--- config.mk ---
export PLATFORM = sky130hd
export DESIGN_NAME = hilo_muldiv_ctrl
export DESIGN_NICKNAME = d
export VERILOG_FILES = /design/src/rtl/hilo_pkg.sv /design/src/rtl/muldiv_step.sv /design/src/rtl/hilo_muldiv_ctrl.sv
export SDC_FILE = /design/constraint.sdc
export NUM_CORES = 1
export LEC_CHECK = 0
export BUFFER_PORTS_ARGS = -buffer_cell sky130_fd_sc_hd__buf_2
export CAP_MARGIN = 0
export CORE_UTILIZATION = 56
export DETAILED_ROUTE_END_ITERATION = 16
export PLACE_DENSITY_LB_ADDON = 0.05
export SETUP_SLACK_MARGIN = 0.3
export SLEW_MARGIN = 0
export SYNTH_ARGS = -nofsm -noshare
export SYNTH_HDL_FRONTEND = slang
export SYNTH_SLANG_ARGS = --single-unit
--- constraint.sdc ---
create_clock -name Clk -period 9.95 [get_ports Clk]
set_clock_uncertainty 0.2 [all_clocks]
set_input_delay 0.4975 -clock Clk [delete_from_list [all_inputs] [get_ports Clk]]
set_output_delay 0.4975 -clock Clk [all_outputs]
set_load 0.01 [all_outputs]
--- src/rtl/hilo_pkg.sv ---
// Shared encodings and constants for the HI/LO multiply/divide sequencer.
package hilo_pkg;

  localparam int unsigned HILO_WIDTH = 32;

  typedef enum logic [1:0] {
    OP_MULT  = 2'b00,
    OP_MULTU = 2'b01,
    OP_DIV   = 2'b10,
    OP_DIVU  = 2'b11
  } op_e;

  typedef enum logic [1:0] {
    IDLE,
    PREP,
    CALC,
    FIX
  } state_e;

  // Counter value of the final CALC iteration for a given operand width.
  function automatic int unsigned iter_last(input int unsigned w);
    return w - 1;
  endfunction

  localparam int unsigned ITER_LAST = iter_last(HILO_WIDTH);

endpackage

--- src/rtl/muldiv_step.sv ---
// One iteration of the shift-add multiply / restoring divide loop on the 2*WIDTH accumulator.
module muldiv_step
  import hilo_pkg::*;
#(
  parameter int unsigned WIDTH = HILO_WIDTH
) (
  input  logic [2*WIDTH-1:0] acc,
  input  logic [WIDTH-1:0]   operand,
  input  logic               is_div,
  output logic [2*WIDTH-1:0] acc_next
);

  logic [WIDTH:0]   sum;
  logic [WIDTH:0]   rem_sh;
  logic [WIDTH-1:0] diff;
  logic             fits;

  always_comb begin
    sum    = {1'b0, acc[2*WIDTH-1:WIDTH]} + (acc[0] ? {1'b0, operand} : '0);
    // Partial remainder after the left shift needs one extra bit before the compare.
    rem_sh = acc[2*WIDTH-1:WIDTH-1];
    fits   = (rem_sh >= {1'b0, operand});
    diff   = rem_sh[WIDTH-1:0] - operand;

    if (is_div) begin
      if (fits) begin
        acc_next = {diff, acc[WIDTH-2:0], 1'b1};
      end else begin
        acc_next = {rem_sh[WIDTH-1:0], acc[WIDTH-2:0], 1'b0};
      end
    end else begin
      acc_next = {sum, acc[WIDTH-1:1]};
    end
  end

endmodule

--- src/rtl/hilo_muldiv_ctrl.sv ---
// HI/LO multiply/divide sequencer: owns HI/LO, runs a 32-step mult/div loop, stalls the pipe while busy.
module hilo_muldiv_ctrl
  import hilo_pkg::*;
#(
  parameter int unsigned WIDTH = HILO_WIDTH
) (
  input  logic             Clk,
  input  logic             Reset,
  input  logic             Start,
  input  logic [1:0]       Op,
  input  logic [WIDTH-1:0] A,
  input  logic [WIDTH-1:0] B,
  input  logic             MfReq,
  input  logic             MtHi,
  input  logic             MtLo,
  input  logic [WIDTH-1:0] WData,
  output logic             Busy,
  output logic             Stall,
  output logic             Done,
  output logic             DivZero,
  output logic [WIDTH-1:0] HI,
  output logic [WIDTH-1:0] LO
);

  localparam int unsigned CW = $clog2(WIDTH);
  localparam logic [CW-1:0] CNT_LAST = CW'(iter_last(WIDTH));

  state_e             state_q, state_d;
  op_e                op_q;
  logic [WIDTH-1:0]   a_q, b_q, opnd_q;
  logic               sa_q, sb_q, bzero_q;
  logic [2*WIDTH-1:0] acc_q, acc_next;
  logic [CW-1:0]      cnt_q;
  logic               is_div_q;
  logic [2*WIDTH-1:0] prod_fix;
  logic [WIDTH-1:0]   quo, rem;
  logic [WIDTH-1:0]   res_hi, res_lo;

  function automatic logic [WIDTH-1:0] mag(input logic [WIDTH-1:0] x, input logic neg);
    return neg ? (~x + 1'b1) : x;
  endfunction

  assign is_div_q = (op_q == OP_DIV) || (op_q == OP_DIVU);
  assign Busy     = (state_q != IDLE);
  assign Stall    = Busy & (MfReq | Start | MtHi | MtLo);

  muldiv_step #(.WIDTH(WIDTH)) u_step (
    .acc      (acc_q),
    .operand  (opnd_q),
    .is_div   (is_div_q),
    .acc_next (acc_next)
  );

  always_ff @(posedge Clk) begin
    if (!Reset) begin
      state_q <= IDLE;
    end else begin
      state_q <= state_d;
    end
  end

  always_comb begin
    state_d = state_q;
    case (state_q)
      IDLE:    if (Start) state_d = PREP;
      PREP:    state_d = CALC;
      CALC:    if (cnt_q == CNT_LAST) state_d = FIX;
      FIX:     state_d = IDLE;
      default: state_d = IDLE;
    endcase
  end

  always_comb begin
    prod_fix = (sa_q ^ sb_q) ? (~acc_q + 1'b1) : acc_q;
    quo      = acc_q[WIDTH-1:0];
    rem      = acc_q[2*WIDTH-1:WIDTH];
    res_hi   = prod_fix[2*WIDTH-1:WIDTH];
    res_lo   = prod_fix[WIDTH-1:0];
    if (is_div_q) begin
      // Divide by zero still runs the loop; its result is replaced here.
      if (bzero_q) begin
        res_hi = a_q;
        res_lo = '1;
      end else begin
        res_hi = mag(rem, sa_q);
        res_lo = mag(quo, sa_q ^ sb_q);
      end
    end
  end

  // Operand and loop workspace; no reset needed, always loaded before use.
  always_ff @(posedge Clk) begin
    case (state_q)
      IDLE: begin
        if (Start) begin
          op_q    <= op_e'(Op);
          a_q     <= A;
          b_q     <= B;
          sa_q    <= ~Op[0] & A[WIDTH-1];
          sb_q    <= ~Op[0] & B[WIDTH-1];
          bzero_q <= (B == '0);
        end
      end
      PREP: begin
        if (is_div_q) begin
          acc_q  <= {{WIDTH{1'b0}}, mag(a_q, sa_q)};
          opnd_q <= mag(b_q, sb_q);
        end else begin
          acc_q  <= {{WIDTH{1'b0}}, mag(b_q, sb_q)};
          opnd_q <= mag(a_q, sa_q);
        end
      end
      CALC:    acc_q <= acc_next;
      default: ;
    endcase
  end

  always_ff @(posedge Clk) begin
    if (!Reset) begin
      HI      <= '0;
      LO      <= '0;
      Done    <= 1'b0;
      DivZero <= 1'b0;
      cnt_q   <= '0;
    end else begin
      Done    <= 1'b0;
      DivZero <= 1'b0;
      case (state_q)
        IDLE: begin
          if (!Start) begin
            if (MtHi) HI <= WData;
            if (MtLo) LO <= WData;
          end
        end
        PREP: cnt_q <= '0;
        CALC: cnt_q <= cnt_q + 1'b1;
        FIX: begin
          HI      <= res_hi;
          LO      <= res_lo;
          Done    <= 1'b1;
          DivZero <= is_div_q & bzero_q;
        end
        default: ;
      endcase
    end
  end

endmodule
==> impl_metrics.env, run 1 <==
export IMPL_status="complete, no violations"
export IMPL_synth_distinct_cells=72
export IMPL_totalWireLength_um=65400
export IMPL_ctsHtreeMaxLevel=1
export IMPL_drive_gt1_share_pct=13.8
export IMPL_final_max_slew_viol_count=0
export IMPL_initial_core_util_pct=57.5
export IMPL_cts_root_buf="clkbuf_16"
export IMPL_p_leak_nw=7.70
export IMPL_synth_edf_count=164
export IMPL_area_delta_synth_final_pct=15.9
export IMPL_power_density_nw_per_um2=366
export IMPL_yosys_register_bits=237
export IMPL_yosysTopAreaCell="edfxtp_1"
export IMPL_async_flop_share_pct=0
export IMPL_synth_area_um2=17200
export IMPL_synthesis_nets=2162
export IMPL_yosysSeqAreaShare_pct=37.1
export IMPL_post_route_period_util_pct=48.9
export IMPL_drc=0
export IMPL_netlist_top_cells_area="edfxtp_1 (29%), dfxtp_1 (8.5%), a21oi_1 (5.6%), ha_1 (5.4%), xnor2_1 (4.8%)"
export IMPL_numCtsBuffers=28
export IMPL_grt_first_pass_wirelength_um=97200
export IMPL_ios=172
export IMPL_worstPathRequired_ps=10130
export IMPL_maxCapViolations=0
export IMPL_avgRoutedWirePerCell_um=25.5
export IMPL_grt_pass1_vias=16300
export IMPL_pre_cts_ws_ps=5110
export IMPL_die_h_um=177
export IMPL_synth_warnings=0
export IMPL_clk_insertion_delay_late_ps=590
export IMPL_crit_type="flop to flop"
export IMPL_ys_flop_type="edfxtp_1"
export IMPL_rsz0062_at_grt="no"
export IMPL_cp_end_kind="flop"
export IMPL_nFillCells=2457
export IMPL_vias=17300
export IMPL_worst_slew_pin_slew_ps=1330
export IMPL_groute_usage_overall_pct=41.0
export IMPL_drt_vias_per_instance=6.74
export IMPL_tns_ps=0
export IMPL_ant_nets=0
export IMPL_period_minus_slack_ps=4860
export IMPL_synth_top_cell_area_share_pct=28.6
export IMPL_row_count=63
export IMPL_drt_iter0_drc=2392
export IMPL_die_area_um2=31400
export IMPL_hold_viol_final=0
export IMPL_avgSynthCellArea_um2=8.69
export IMPL_gp_congestion=1.06
export IMPL_grt_start_max_net_pins=155
export IMPL_clock_fmax_mhz=206
export IMPL_ir_drop_mv=0.242
export IMPL_clk_pin_slew_ps=80
export IMPL_cp_max_fo=32
export IMPL_dp_hpwl_um=47200
export IMPL_cts_sinks=237
export IMPL_placed_area_um2=18300
export IMPL_cts_tree="yes"
export IMPL_hold_class="input pin to flop"
export IMPL_finalSetupViolations=0
export IMPL_die_x_um=177
export IMPL_cp_data_arrival_time_ps=5040
export IMPL_start_kind="flop"
export IMPL_core_um2=30000
export IMPL_nets=2335
export IMPL_antenna_found_initial=2
export IMPL_fin_ws_ps=5090
export IMPL_gr_total_overflow=0
export IMPL_syn_inst=1982
export IMPL_final_area_um2=20000
export IMPL_clockBufferDepth=3
export IMPL_firstDrtPassIters=6
export IMPL_maxSlewHeadroom_pct=11.6
export IMPL_io_buffers=171
## path summary, 6_finish.rpt
check                                          endpoint  cells after the start  slack (ps)                start
worst max-delay path            acc_q[60]$_SDFFCE_PN0P_                     12        5090   acc_q[0]$_DFFE_PP_
worst min-delay path                 HI[7]$_SDFFE_PN0P_                      3           9             WData[7]
worst max register to register  acc_q[60]$_SDFFCE_PN0P_                     12        5090   acc_q[0]$_DFFE_PP_
worst min register to register      LO[27]$_SDFFE_PN0P_                      2         250  LO[27]$_SDFFE_PN0P_
## repair_timing
| action | in CTS | in global routing |
|---|---|---|
| gates resized for setup | 0 | 0 |
| hold buffers | 64 | 1 |
| setup buffers | 0 | 0 |
| endpoints found under the hold margin | 64 | 1 |
## layout make-up
cell class	count	area, µm²	share of cell area [%]
Inverter	71	267	1.34
Timing Repair Buffer	256	1670	8.36
Antenna cell	1	2.50	0.0125
Multi-Input combinational cell	1561	10200	51.0
Clock buffer	33	749	3.76
Clock inverter	19	218	1.09
Sequential cell	237	6390	32.0
Tap cell	390	488	2.44
## registers in the layout (all words and copies together) (netlist names)
name     count
b_q         32
Done         1
acc_q       64
sb_q         1
HI          32
DivZero      1
LO          32
state_q      2
a_q         32
bzero_q      1
opnd_q      32
cnt_q        5
sa_q         1
op_q         1
## cell usage after synthesis, drive strengths merged, types with 17 or more instances
cell type	n
nor2	215
nand2	199
a21oi	194
edfxtp	164
o21ai	162
clkbuf	102
xnor2	95
ha	74
dfxtp	73
inv	70
xor2	67
nand3	47
o221ai	35
a211oi	33
a21o	27
nor3	27
o211ai	27
mux4	26
nor4	26
o31ai	25
nand4	24
or3	24
or4	17
## placed cells by master (no fill, tap or decap), drive strengths merged, types with 15 or more instances in the layout
master       instances
a21o                27
nor3                27
ha                  74
edfxtp             164
a211oi              33
o221ai              35
nor2               215
xor2                67
dfxtp               73
clkbuf              33
nand2b              15
buf                191
xnor2               95
o21ai              162
nor4                26
nand4               24
or4                 17
o22ai               15
o31ai               25
inv                 73
dlygate4sd3         65
o211ai              27
nand2              199
a21oi              194
or3                 24
mux2i               15
mux4                26
nand3               47
## cell families (layout without fill, tap and decap cells)
family | Yosys count | count (layout) | share of synthesized area (%)
AO/OA/AOI/OAI | 624 | 624 | 22.7
XOR/XNOR | 162 | 162 | 8.24
adder cells (fa/ha/maj) | 76 | 76 | 5.61
buffers and inverters | 184 | 379 | 4.02
flip-flops | 237 | 237 | 37.1
multiplexers | 50 | 50 | 4.86
other | 0 | 1 | 0
AND/OR/NAND/NOR | 649 | 649 | 17.5
## per-layer routing
| metal | track usage (%) | vias up | wire [µm] |
|---|---|---|---|
| li1 | - | 7731 | - |
| met1 | 53.6 | 8272 | 25600 |
| met2 | 63.5 | 1094 | 29300 |
| met3 | 9.19 | 206 | 6810 |
| met4 | 20.9 | 4 | 3620 |
| met5 | 0 | - | 39 |
## where the power goes
part	switching [mW]	internal, mW	total (mW)
Combinational	2.61	1.52	4.13
Sequential	0.535	1.54	2.07
Clock	0.455	0.645	1.10
## critical path, stage by stage, from the launching register on
cell and delay [ps]:
edfxtp_1 450, inv_1 960, nor2_1 150, ha_1 410
a21oi_1 100, a2111oi_0 640, nor2_1 200, o21ai_0 460
a21oi_1 240, nand2_1 250, nand4_1 140, a21o_1 180
a311oi_1 260
## stage by stage
step,instances,util [%],hold WS (ps),total power [mW]
floorplan,1982,-,251,4.73
global placement,2450,61.2,239,5.98
detailed placement,2450,61.2,242,6.02
CTS,2566,66.6,0.805,7.14
global route,2567,66.6,22.6,7.68
finish,2568,66.6,9.47,7.30
No activity file was read; power rests on OpenSTA's default activity.
==> run 2: changes to the inputs <==
--- a/config.mk
+++ b/config.mk
@@ -7,7 +7,7 @@
 export LEC_CHECK = 0
 export BUFFER_PORTS_ARGS = -buffer_cell sky130_fd_sc_hd__buf_2
 export CAP_MARGIN = 0
-export CORE_UTILIZATION = 56
+export CORE_UTILIZATION = 55
 export DETAILED_ROUTE_END_ITERATION = 16
 export PLACE_DENSITY_LB_ADDON = 0.05
 export SETUP_SLACK_MARGIN = 0.3
==> constraint.sdc (replaced) <==
create_clock -name Clk -period 4 [get_ports Clk]
set_clock_uncertainty 0.2 [all_clocks]
set_input_delay 0.2 -clock Clk [delete_from_list [all_inputs] [get_ports Clk]]
set_output_delay 0.2 -clock Clk [all_outputs]
set_load 0.01 [all_outputs]
==> run 2 against run 1 <==
Final cell count up 6.2%; critical endpoint is now acc_q[28]$_DFFE_PP_; sequential power is 130% higher; clock power is 120% higher.
==> impl_metrics.env, run 2 (synthesis results as in run 1) <==
export IMPL_antenna_found_initial=0
export IMPL_totalWireLength_um=66300
export IMPL_final_max_slew_viol_count=0
export IMPL_numCtsBuffers=27
export IMPL_slowest_stage="or4_4"
export IMPL_start_kind="flop"
export IMPL_period_minus_slack_ps=3790
export IMPL_ant_nets=0
export IMPL_die_area_um2=32000
export IMPL_die_x_um=179
export IMPL_nets=2490
export IMPL_avgRoutedWirePerCell_um=24.3
export IMPL_mostFrequentLayoutCells="nor2_1 (214), nand2_1 (197), a21oi_1 (188)"
export IMPL_final_common_cell="nor2_1"
export IMPL_vias=18000
export IMPL_grt_start_max_net_pins=69
export IMPL_cp_data_arrival_time_ps=3890
export IMPL_cp_end_kind="flop"
export IMPL_largest_register="acc_q"
export IMPL_worstPathRequired_ps=4100
export IMPL_slowest_delay_ps=560
export IMPL_cts_tree="yes"
export IMPL_worst_slew_pin_slew_ps=1040
export IMPL_dp_hpwl_um=47800
export IMPL_maxCapViolations=0
export IMPL_drt_vias_per_instance=6.60
export IMPL_ir_drop_mv=0.559
export IMPL_gr_total_overflow=0
export IMPL_fin_cells=2727
export IMPL_power_density_nw_per_um2=879
export IMPL_final_util_pct=69.6
export IMPL_drive_gt1_share_pct=19.2
export IMPL_p_leak_nw=8.42
export IMPL_clockBufferDepth=3
export IMPL_maxSlewHeadroom_pct=31.0
export IMPL_drt_iter0_drc=2393
export IMPL_use_met3_pct=7.25
export IMPL_clock_fmax_mhz=264
export IMPL_initial_core_util_pct=56.1
export IMPL_grt_pass1_vias=16600
export IMPL_die_h_um=179
export IMPL_cp_max_fo=2
export IMPL_io_buffers=171
export IMPL_row_count=64
export IMPL_antennaDiodeCount=0
export IMPL_rsz0062_at_grt="yes"
export IMPL_clk_insertion_delay_late_ps=570
export IMPL_grt_first_pass_wirelength_um=97000
export IMPL_dp_cells=2557
export IMPL_drc=0
export IMPL_clk_pin_slew_ps=70
export IMPL_ctsHtreeMaxLevel=1
export IMPL_met2_usage_pct=63.0
export IMPL_finalSetupViolations=0
export IMPL_hold_viol_final=0
export IMPL_crit_top_cell="or4_4"
export IMPL_cts_sinks=237
export IMPL_hold_class="input pin to flop"
export IMPL_seqCellArea_um2=6390
export IMPL_multi_input_area_um2=10400
export IMPL_firstDrtPassIters=6
export IMPL_post_route_period_util_pct=94.6
export IMPL_crit_chain="or4_4 > or4_4 > or3_4 > or4_4 > or4_4 > o21ai_2 > xnor2_1 > mux4_2"
export IMPL_use_met1_pct=55.0
export IMPL_core_um2=30700
export IMPL_groute_usage_overall_pct=40.5
export IMPL_area_delta_synth_final_pct=24.0
export IMPL_gp_congestion=1.00
export IMPL_ios=172
export IMPL_status="complete, no violations"
export IMPL_crit_type="flop to flop"
export IMPL_grt_busiest_layer="met2"
export IMPL_nFillCells=2449
export IMPL_largest_reg_flops=64
export IMPL_cts_root_buf="clkbuf_16"
-- run 2: cell count changes in the layout (fill, tap and decap cells not counted), sizes merged --
cell | previous run | this run
clkinv | 13 | 9
inv | 73 | 71
buf | 191 | 308
clkbuf | 33 | 40
clkinvlp | 0 | 2
dlygate4sd3 | 65 | 103
bufinv | 4 | 0
diode | 1 | 0
-- run 2: layer usage --
| metal | vias to the layer above | wire, µm |
|---|---|---|
| met5 | - | 0 |
| met4 | 0 | 2960 |
| met3 | 190 | 6940 |
| met2 | 1180 | 29800 |
| met1 | 8592 | 26700 |
| li1 | 8035 | - |
-- run 2: critical path: cells and delay by family, from the launching register on --
kind / cells / cell delay (ps)
DFF: 1 / 390
xor gates and xnor gates: 1 / 90
muxes: 1 / 470
and+or+nand+nor: 5 / 2250
AOI/OAI and AO/OA: 1 / 140
-- run 2: through the flow --
step           hold WS, ps  power, mW  instance area [µm²]  setup WS [ps]  setup TNS (ps)
2_1_floorplan         98.9       11.8                17200            226               0
3_3_place_gp           177       15.4                19100           -187            -187
3_5_place_dp           178       15.6                19100           -172            -172
4_1_cts               41.4       18.1                21100            211               0
5_1_grt               78.9       19.7                21400            138               0
6_report              59.9       18.8                21400            215               0
-- run 2: timing repair --
item / 4_1_cts / 5_1_grt
cloned: 0 / 1
buffers inserted: 6 / 10
resized for setup: 8 / 38
endpoints found under the hold margin: 135 / 0
pin swaps: 4 / 9
hold buffers: 103 / 0
endpoints found under the setup margin: 17 / 44
-- run 2: path summary, 6_finish.rpt --
kind | startpoint | endpoint | slack, ps | depth (start not counted)
setup / recovery | a_q[6]$_DFFE_PP_ | acc_q[28]$_DFFE_PP_ | 210 | 8
setup reg to reg | a_q[6]$_DFFE_PP_ | acc_q[28]$_DFFE_PP_ | 210 | 8
hold reg to reg | HI[9]$_SDFFE_PN0P_ | HI[9]$_SDFFE_PN0P_ | 250 | 2
hold / removal | MtLo | LO[30]$_SDFFE_PN0P_ | 60 | 5
-- run 2: final cells by class --
cell class	count	area share, %
tap	396	2.32
clock buffer	39	3.54
sequential	237	29.9
clock inverter	11	0.316
inverter	71	1.27
multi-input combinational	1561	48.6
timing repair buffer	412	14.0
-- run 2: where the power goes --
part / internal [mW] / switching [mW]
clock network: 1.32 / 1.05
registers: 3.81 / 0.925
logic: 4.56 / 7.09
total: 9.69 / 9.07
